File: src/rtl/ksa_param.sv
// ksa_param: parametrised RC4-style key-scheduling engine.
//
// Drives a single-port synchronous S-box RAM. It optionally fills the RAM with
// the identity permutation (S[i] = i) and then runs the key-scheduling swap
// pass: for each i, j += S[i] + key[i mod key_len], then swap S[i] and S[j].
//
// Handshake: the controller raises en. The request is taken on a clock edge
// where en = 1 and rdy = 1. rdy stays low until the run ends. done pulses
// for one cycle, which is the first idle cycle. A new en may be raised in
// that same cycle.
//
// Ports:
//   clk      clock
//   rst      synchronous, active-high reset (aborts a run, no done pulse)
//   en       start request, accepted only while rdy = 1
//   rdy      high while idle
//   done     one-cycle completion pulse
//   key      key bytes, byte 0 in the most significant byte
//   key_len  active key bytes (0 or > KEY_BYTES means KEY_BYTES)
//   addr     S-box address
//   rddata   S-box read data, valid the cycle after addr
//   wrdata   S-box write data
//   wren     S-box write enable
module ksa_param #(
  parameter int KEY_BYTES = 3,
  parameter int ADDR_W    = 8,
  parameter int INIT_EN   = 1
) (
  input  logic                             clk,
  input  logic                             rst,
  input  logic                             en,
  output logic                             rdy,
  output logic                             done,
  input  logic [KEY_BYTES*8-1:0]           key,
  input  logic [$clog2(KEY_BYTES+1)-1:0]   key_len,
  output logic [ADDR_W-1:0]                addr,
  input  logic [ADDR_W-1:0]                rddata,
  output logic [ADDR_W-1:0]                wrdata,
  output logic                             wren
);

  localparam int KL_W   = $clog2(KEY_BYTES + 1);
  localparam int KIDX_W = (KEY_BYTES > 1) ? $clog2(KEY_BYTES) : 1;

  typedef enum logic [2:0] {
    ST_IDLE,
    ST_INIT,
    ST_READ_I,
    ST_WAIT_I,
    ST_READ_J,
    ST_WAIT_J,
    ST_WRITE_I,
    ST_WRITE_J
  } state_t;

  state_t                 state;
  logic [ADDR_W-1:0]      i;
  logic [ADDR_W-1:0]      j;
  logic [ADDR_W-1:0]      si;
  logic [ADDR_W-1:0]      sj;
  logic [KIDX_W-1:0]      kidx;
  logic [KIDX_W-1:0]      klast;      // index of the last active key byte
  logic [KEY_BYTES*8-1:0] key_q;

  logic [KIDX_W-1:0]      klast_next;
  logic [KEY_BYTES*8-1:0] key_sh;
  logic [7:0]             kbyte;
  logic [ADDR_W-1:0]      kb;

  // Out-of-range lengths fall back to the full key.
  always_comb begin
    klast_next = KIDX_W'(KEY_BYTES - 1);
    if (key_len != '0 && key_len <= KL_W'(KEY_BYTES)) begin
      klast_next = KIDX_W'(key_len - KL_W'(1));
    end
  end

  // Byte kidx sits at the top after shifting left by kidx bytes.
  // The cast truncates for narrow S-boxes and zero-extends for wide ones.
  always_comb begin
    key_sh = key_q << {kidx, 3'b000};
    kbyte  = key_sh[KEY_BYTES*8-1 -: 8];
    kb     = ADDR_W'(kbyte);
  end

  // RAM-side outputs are a pure decode of the current state.
  always_comb begin
    addr   = '0;
    wrdata = '0;
    wren   = 1'b0;
    case (state)
      ST_INIT: begin
        addr   = i;
        wrdata = i;
        wren   = 1'b1;
      end
      ST_READ_I, ST_WAIT_I: addr = i;
      ST_READ_J, ST_WAIT_J: addr = j;
      ST_WRITE_I: begin
        addr   = i;
        wrdata = sj;
        wren   = 1'b1;
      end
      ST_WRITE_J: begin
        // When i == j this overwrites the WRITE_I value with Si, so the
        // swap degenerates to a no-op without special handling.
        addr   = j;
        wrdata = si;
        wren   = 1'b1;
      end
      default: ;
    endcase
  end

  assign rdy = (state == ST_IDLE);

  always_ff @(posedge clk) begin
    if (rst) begin
      state <= ST_IDLE;
      i     <= '0;
      j     <= '0;
      kidx  <= '0;
      si    <= '0;
      sj    <= '0;
      klast <= '0;
      key_q <= '0;
      done  <= 1'b0;
    end else begin
      done <= 1'b0;
      case (state)
        ST_IDLE: begin
          if (en) begin
            key_q <= key;
            klast <= klast_next;
            i     <= '0;
            j     <= '0;
            kidx  <= '0;
            state <= (INIT_EN != 0) ? ST_INIT : ST_READ_I;
          end
        end
        ST_INIT: begin
          // i wraps to 0 naturally after the last identity write.
          i <= i + ADDR_W'(1);
          if (&i) state <= ST_READ_I;
        end
        ST_READ_I: state <= ST_WAIT_I;
        ST_WAIT_I: begin
          si    <= rddata;
          j     <= j + rddata + kb;
          state <= ST_READ_J;
        end
        ST_READ_J: state <= ST_WAIT_J;
        ST_WAIT_J: begin
          sj    <= rddata;
          state <= ST_WRITE_I;
        end
        ST_WRITE_I: state <= ST_WRITE_J;
        ST_WRITE_J: begin
          kidx <= (kidx == klast) ? '0 : kidx + KIDX_W'(1);
          if (&i) begin
            i     <= '0;
            done  <= 1'b1;
            state <= ST_IDLE;
          end else begin
            i     <= i + ADDR_W'(1);
            state <= ST_READ_I;
          end
        end
        default: state <= ST_IDLE;
      endcase
    end
  end

endmodule
File: config.mk
export PLATFORM = sky130hd
export DESIGN_NAME = ksa_param
export DESIGN_NICKNAME = d
export VERILOG_FILES = /design/src/rtl/ksa_param.sv
export SDC_FILE = /design/constraint.sdc
export NUM_CORES = 1
export LEC_CHECK = 0
export BUFFER_PORTS_ARGS = -buffer_cell sky130_fd_sc_hd__buf_2
export CELL_PAD_IN_SITES_DETAIL_PLACEMENT = 0
export CELL_PAD_IN_SITES_GLOBAL_PLACEMENT = 1
export CORE_ASPECT_RATIO = 1.75
export CORE_MARGIN = 1
export CORE_UTILIZATION = 37
export DETAILED_ROUTE_END_ITERATION = 8
export PLACE_DENSITY = 0.87
export SYNTH_ARGS = -nofsm -noshare
export SYNTH_HDL_FRONTEND = slang
export SYNTH_SLANG_ARGS = --single-unit
File: constraint.sdc
create_clock -name clk -period 2.6 [get_ports clk]
set_input_delay 0.26 -clock clk [delete_from_list [all_inputs] [get_ports clk]]
set_output_delay 0.26 -clock clk [all_outputs]
set_load 0.02 [all_outputs]
* Word level (Yosys, flattened, before mapping)
Cells that the tools add are included.
** Storage, ports and cells
- Bits in registers :: 64
- Bits in latches :: 0
- Bits in writable memories :: 0
- Memory bits (read-only) :: 0
- Input port bits :: 37
- Output and inout port bits :: 19
- Logic and storage cells :: 59
- Memories :: 0
** Cells by class
- Add/subtract/negate cells :: 5
- Multiply operators :: 0
- Divide/modulo/power cells :: 0
- Magnitude comparators :: 1
- Equality and inequality tests :: 10
- Shift-type cells :: 1
- Mux-type cells :: 16
- Bitwise gates (word level) :: 1
- Reductions and logical operators :: 16
** Operators by type and width (count)
- $pmux W8 S3 :: 2
- $pmux W8 S2 :: 2
- $pmux W3 S8 :: 1
- $shl A24 B5 Y24 :: 1
- $add A8 B8 Y8 :: 2
- $mux W8 :: 2
- $eq A3 B3 Y1 const B :: 4
- $reduce_and A2 Y1 :: 5
- $add A8 B1 Y8 const B :: 1
- $mux W2 :: 4
- $reduce_and A8 Y1 :: 1
- $eq A3 B2 Y1 const B :: 2
- $mux W3 :: 2
- $reduce_bool A2 Y1 :: 3
- $reduce_or A3 Y1 :: 2
- $ne A2 B2 Y1 const B :: 2
- $pmux W2 S2 :: 1
- $reduce_or A4 Y1 :: 1
- $eq A3 B1 Y1 const B :: 1
- $logic_not A3 Y1 :: 1
- $reduce_bool A3 Y1 :: 1
- $add A2 B1 Y2 const B :: 1
- $eq A2 B2 Y1 :: 1
- $le A2 B2 Y1 const B :: 1
- other kinds (5) :: 6

* Logic depth before layout (Yosys ltp)
Gate-level depths: netlist of run 1.
- Depth in word-level cells :: 3
- Depth in mapped cells :: 13
- Mapped depth without buffers :: 12

* Worst setup path before layout of run 1
OpenSTA, ideal clock, no wires.
- Path type :: reg-to-reg
- Start :: register kidx[0]
- End :: register j[7]
- Setup time :: 0.062 ns
- Arrival time :: 2.758 ns
- Path slack :: -0.220 ns
- Cell stages (with the launch flop) :: 13
- Period minus slack after synthesis :: 2.820 ns
- Cell sequence :: dfxtp_1 > buf_2 > mux2i_1 > o21ai_1 > fa_1 > ha_1 > inv_1 > fa_1 > nor2b_1 > o31a_1 > o22ai_1 > or4_1 > nand3_1
** On the way
- Longest elaborated chain between the ends :: 3
** Ends and longest elaborated chain
- from (decl) :: RTL line 61 : logic [KIDX_W-1:0] kidx;
- from (signal assigned) :: RTL line 159 : kidx <= (kidx == klast) ? '0 : kidx + KIDX_W'(1);
- $shl A24 B5 Y24 :: RTL line 81 : key_sh = key_q << {kidx, 3'b000};
- $add A8 B8 Y8 :: RTL line 149 : j <= j + rddata + kb;
- $pmux W8 S2 :: RTL line 130 : case (state)
- to (signal assigned) :: RTL line 149
- to (decl) :: RTL line 58 : logic [ADDR_W-1:0] j;
Every way passes these cells.
A chain may end at the register's enable or synchronous reset.

* Worst setup path after layout of run 1
Ends and elaborated chain as after synthesis.

==> results of run 1 <==
==> worst register-to-register path, stage by stage, from the launching register on <==
cell and delay, ns:
dfxtp_4 0.38, mux2i_1 0.19, o21ai_1 0.10, fa_1 0.50, ha_2 0.18, inv_2 0.04
fa_2 0.36, nor2b_4 0.13, o31a_1 0.17, o22ai_2 0.09, or4_1 0.41, nand3_1 0.08
==> power groups by stage <==
stage	logic [mW]	registers, mW	clock network, mW
3_5_place_dp	0.224	1.05	0
5_1_grt	0.270	1.03	1.19
3_3_place_gp	0.215	1.05	0
6_report	0.238	1.03	1.13
4_1_cts	0.225	1.03	1.16
2_1_floorplan	0.152	1.04	0
==> cells by family after synthesis <==
family,count (synthesis),share of synthesized area [%]
xor gates and xnor gates,13,3.36
AOI/OAI and AO/OA,102,18.6
muxes,10,2.96
buffers and inverters,49,5.99
adders and majority gates,16,7.69
and+or+nand+nor,188,23.5
DFF,64,37.9
==> final cells by class <==
class / instances / area, µm² / area share [%]
timing repair buffer: 75 / 433 / 10.4
tap: 117 / 146 / 3.52
sequential: 64 / 1280 / 30.9
clock buffer: 12 / 246 / 5.93
inverter: 16 / 60.1 / 1.44
multi-input combinational: 329 / 1960 / 47.1
clock inverter: 1 / 30.0 / 0.722
==> layout by cell type (no fill, tap or decap), types with 6 or more instances in the layout <==
cell type,Yosys,routed
a21oi_1,51,50
a222oi_1,7,7
a22o_1,10,10
buf_2,12,55
buf_4,1,19
clkbuf_16,0,9
dfxtp_1,64,63
fa_1,8,6
ha_1,8,6
inv_1,14,13
mux2i_1,10,10
nand2_1,123,123
nand3_1,16,16
nor2_1,23,23
o21ai_0,8,8
o21ai_1,9,9
xor2_1,8,8
==> worst min-delay path by stage <==
| stage | endpoint | slack [ns] | cells past startpoint | startpoint |
|---|---|---|---|---|
| after floorplan | key_q[0] | 0.40 | 2 | key[0] |
| after global placement | sj[5] | 0.44 | 2 | sj[5] |
| after detailed placement | key_q[8] | 0.45 | 2 | key_q[8] |
| after CTS | key_q[11] | 0.16 | 3 | key[11] |
| after global routing | key_q[13] | 0.17 | 3 | key[13] |
| final | key_q[11] | 0.17 | 3 | key[11] |
==> per-stage QoR <==
| step | hold WS [ns] | utilization, % | area (µm²) | power [mW] |
|---|---|---|---|---|
| 2_1_floorplan | 0.396 | - | 3400 | 1.19 |
| 3_3_place_gp | 0.443 | 43.2 | 3790 | 1.26 |
| 3_5_place_dp | 0.447 | 43.2 | 3790 | 1.27 |
| 4_1_cts | 0.164 | 46.5 | 4080 | 2.41 |
| 5_1_grt | 0.172 | 47.4 | 4160 | 2.49 |
| 6_report | 0.168 | 47.4 | 4160 | 2.40 |
==> state kept, by name (all words and copies together) (netlist names) <==
register	cells
key_q	24
i	8
j	8
si	8
sj	8
state	3
kidx	2
klast	2
done	1
==> routing by layer <==
layer | up-vias | track usage, %
met1 | 1476 | 20.7
met4 | 0 | 9.77
met2 | 80 | 34.9
met5 | - | 0
li1 | 1598 | -
met3 | 11 | 3.76
==> what timing repair did <==
item	4_1_cts	5_1_grt
setup endpoints to repair	1	3
gates resized for setup	2	11
endpoints found under the hold margin	0	0
setup buffers	1	4
pin swaps	2	5
==> impl_metrics.toml, run 1 <==
[critical_path]
cp_data_required_time_ns = 2.87
crit_fanout = 4
reg2reg_to = "j[7]"
ff2ff_path_depth = 11
slowest_stage = "fa_1"
path_buf_inv = 1
path_depth = 11
cp-end-kind = "flip-flop"
cp_data_arrival_time_ns = 2.95
startpoint_type = "flip-flop"
cpPeakStageDelay_ns = 0.50
crit_type = "reg2reg"
regToRegStartpoint = "kidx[0]"
crit_path_start = "kidx[0]"
cp_top_family = "adder cells"
cp_cell_sequence = "mux2i_1, o21ai_1, fa_1, ha_2, inv_2, fa_2, nor2b_4, o31a_1, o22ai_2, or4_1, nand3_1"
crit_end = "j[7]"
r2r_setup_slack_ns = -0.08

[routing]
postRouteAntennaNets = 0
wl_met3_um = 326
route.detailed.drc = 0
met1_length_um = 3300
drtIter0Drc = 233
route.met2.wl_um = 4670
first_pass_iters = 4
totalWireLength_um = 8450
routedWlPerCell_um = 13.8
vias = 3165
viasPerCell = 5.15
top_layer_used = "met4"

[floorplanning]
fp-row-count = 45
die_area_mm2 = 0.00955
initial_core_util_pct = 38.5
fp.dieW_um = 74.3
pin_count = 56
core_mm2 = 0.00878
fp.dieH_um = 129

[sta]
maxSlewHeadroom_pct = 30.9
period_share_pct = 103
worst_slack_ns = -0.0838
rsz0062_at_grt = "yes"
finClkSkew_ns = 0.00938
slew_viol_final = 0
min_period_ns = 2.68
finalSetupTns_ns = -0.0838
max_clock_freq_mhz = 373
hold_violations = 0
setup_viol = 1
tightest_slew_ns = 1.04

[grt]
antenna_found_initial = 0
grt_max_degree = 61
grt_usage_pct = 19.3
grt_pass1_wl_um = 14100
globalRouteOverflowTotal = 0
grt_pass1_vias = 3130

[cts]
clkLatencyLatePin_ns = 0.33
path_clk_slew_ns = 0.05
clockRootBuffer = "clkbuf_16"
cts_max_path_buffers = 2
h-tree-depth = 3
cts_buffers = 9
ctsHoldBuffers = 0
cts_tree = "done"
clkSinkCount = 64

[power]
clkPwrFrac_pct = 47.3
peakVddDrop_mv = 0.438
switchingPower_mw = 0.544
power_density_mw_per_mm2 = 577
p_leak_nw = 1.76
swShare_pct = 22.7
internal_power_mw = 1.86
pwr-share-comb_pct = 9.9
seqPwrFrac_pct = 42.8

[place]
place_inst = 597
port_buffers = 55
place_congestion = 0.807
place_ws_ns = -0.0755
detailed_place_hpwl_um = 6340

[cells_and_area]
fin_nets = 548
final_cells = 614
area_growth_pct = 22.9
fill_cells = 900
drive_above_1_share_pct = 20.5
antenna-diode-count = 0

[logic_synthesis]
synth-edff-count = 0
mappedNetlistArea_mm2 = 0.00338
synth.top_cell.area_share_pct = 37.9
yosys-top-cells-count = "nand2_1, dfxtp_1, a21oi_1"
synth-seq-area-share_pct = 37.9
synth_cells = 442
synth_async_sr_flop_share_pct = 0
yosys.area.top_type = "dfxtp_1"
synth_area_leaders = "dfxtp_1, nand2_1, a21oi_1"
yosys_warnings = 0
ys.flop_type = "dfxtp_1"
avgSynthCellArea_um2 = 7.66
ys_seq_elements = 64
synth_cell_types = 43
synth_most_common_cell = "nand2_1"
synth_fp_nets = 495

[min_path]
hp-class = "in2reg"

[job]
drv_cap = 0

[run_status]
violations = "negative setup slack"
outcome = "finished with violations"
No activity file was read; power rests on OpenSTA's default activity.
==> inputs of run 2 (changes only) <==
Settings changed: BUFFER_PORTS_ARGS -buffer_cell sky130_fd_sc_hd__buf_2 to unset, CORE_UTILIZATION 37 to 42, DONT_BUFFER_PORTS set to 1, SKIP_CTS_REPAIR_TIMING set to 1.
==> impl_metrics.toml, run 2 (synthesis results as in run 1) <==
[run_status]
outcome = "finished with violations"
violations = "negative setup slack"

[critical_path]
cp-end-kind = "flip-flop"
cp_cell_sequence = "mux2i_1, o21ai_1, fa_1, ha_2, inv_2, fa_2, nor2b_4, o31a_1, o22ai_1, or4_1, nand3_1"
startpoint_type = "flip-flop"
ff2ff_path_depth = 11
cp_data_required_time_ns = 2.87
crit_fanout = 4
cp_top_family = "adder cells"
regToRegStartpoint = "kidx[0]"
reg2reg_to = "j[7]"
cpPeakStageDelay_ns = 0.49
r2r_setup_slack_ns = -0.05
slowest_stage = "fa_1"
cp_data_arrival_time_ns = 2.91
crit_type = "reg2reg"
path_buf_inv = 1
crit_path_start = "kidx[0]"

[cts]
cts_max_path_buffers = 2
cts_buffers = 9
cts_tree = "done"
h-tree-depth = 3
clockRootBuffer = "clkbuf_16"
path_clk_slew_ns = 0.05
clkLatencyLatePin_ns = 0.32
clkSinkCount = 64

[sta]
max_clock_freq_mhz = 378
worst_slack_ns = -0.0477
rsz0062_at_grt = "yes"
tightest_slew_ns = 0.484
setup_viol = 1
finalSetupTns_ns = -0.0477
period_share_pct = 102
hold_slack_ns = 0.0118
slew_viol_final = 0
min_period_ns = 2.65
hold_violations = 0
maxSlewHeadroom_pct = 67.7
finClkSkew_ns = 0.00405

[job]
drv_cap = 0

[cells_and_area]
top_register = "key_q"
postLayoutCoreUtil_pct = 48.2
area_growth_pct = 11.8
antenna-diode-count = 0
fill_cells = 793
drive_above_1_share_pct = 9.05
final_cell_area_mm2 = 0.00378
largest_reg_flops = 24
layout_common_cells = "nand2_1, dfxtp_1, a21oi_1"
final_cells = 532
fin_nets = 492
layout_commonest_cell = "nand2_1"

[routing]
postRouteAntennaNets = 0
vias = 2936
first_pass_iters = 6
routedWlPerCell_um = 15.3
totalWireLength_um = 8150
viasPerCell = 5.52
route.detailed.drc = 0
drtIter0Drc = 214

[floorplanning]
fp.dieW_um = 69.9
die_area_mm2 = 0.00844
fp.dieH_um = 121
core_mm2 = 0.00786
fp-row-count = 43
initial_core_util_pct = 43.1
pin_count = 56

[place]
post_dp_cell_area_mm2 = 0.00348
place_inst = 515
place_congestion = 0.835
detailed_place_hpwl_um = 6020
port_buffers = 0

[min_path]
holdPathEnd = "sj[7]"
min_path_cells = 1
hp-class = "in2reg"
hp-start = "rst"

[power]
power_density_mw_per_mm2 = 591
p_leak_nw = 1.49
internal_power_mw = 1.74
clkPwrFrac_pct = 46.1
switchingPower_mw = 0.500
seqPwrFrac_pct = 46.1
swShare_pct = 22.3
peakVddDrop_mv = 0.426
pwr-share-comb_pct = 7.8

[grt]
met1_usage_pct = 23.0
globalRouteOverflowTotal = 0
antenna_found_initial = 0
grt_pass1_wl_um = 13700
grt_pass1_vias = 2869
use_met3_pct = 4.58
grtUsageMet2_pct = 36.2
top_usage_layer = "met2"
grt_max_degree = 61
grt_usage_pct = 20.5
run 2: changes by cell type in the layout (fill, tap and decap cells not counted), sizes merged:
cell / change
bufinv: -1
dlygate4sd3: +2
clkbuf: +1
clkinv: +1
buf: -58
run 2: worst max-delay path by stage:
stage               endpoint  slack, ns  cells past startpoint
finish                  j[7]      -0.05                     11
global route            j[7]      -0.19                     11
CTS                     j[7]      -0.06                     11
detailed placement      j[7]      -0.06                     11
global placement        j[7]       0.02                     11
floorplan               j[7]      -0.05                     12
run 2: metrics by stage:
step | setup slack (ns) | power (mW)
2_1_floorplan | -0.0468 | 1.19
3_3_place_gp | 0.0227 | 1.21
3_5_place_dp | -0.0591 | 1.22
4_1_cts | -0.0649 | 2.26
5_1_grt | -0.192 | 2.34
6_report | -0.0477 | 2.24
run 2: worst register-to-register path: cells and delay by family, from the launching register on:
family,cells,cell delay (ns)
adder cells (fa/ha/maj),3,1.05
flip-flops,1,0.37
buffers and inverters,1,0.04
AND/OR/NAND/NOR,3,0.60
AO/OA/AOI/OAI,3,0.34
multiplexers,1,0.19
run 2: power groups by stage:
stage	clock network, mW	registers (mW)	logic (mW)
6_report	1.03	1.03	0.175
5_1_grt	1.10	1.03	0.203
4_1_cts	1.06	1.03	0.169
3_5_place_dp	0	1.05	0.168
3_3_place_gp	0	1.05	0.162
2_1_floorplan	0	1.04	0.152
run 2: per-layer routing:
layer,share of wire [%],routed length [µm],up-vias
met1,40,3270,1362
met5,0,0,-
li1,-,-,1490
met3,4.0,329,18
met4,2.5,202,0
met2,53,4350,66
run 2: area by class of cell:
type / count / area (µm²) / share of cell area (%)
clock buffers: 13 / 250 / 6.61
flip-flops and latches: 64 / 1280 / 34.0
clock inverters: 1 / 5.00 / 0.132
multi-input cells: 329 / 1920 / 50.7
inverters: 16 / 60.1 / 1.59
well taps: 90 / 113 / 2.98
repair buffers: 19 / 151 / 4.00
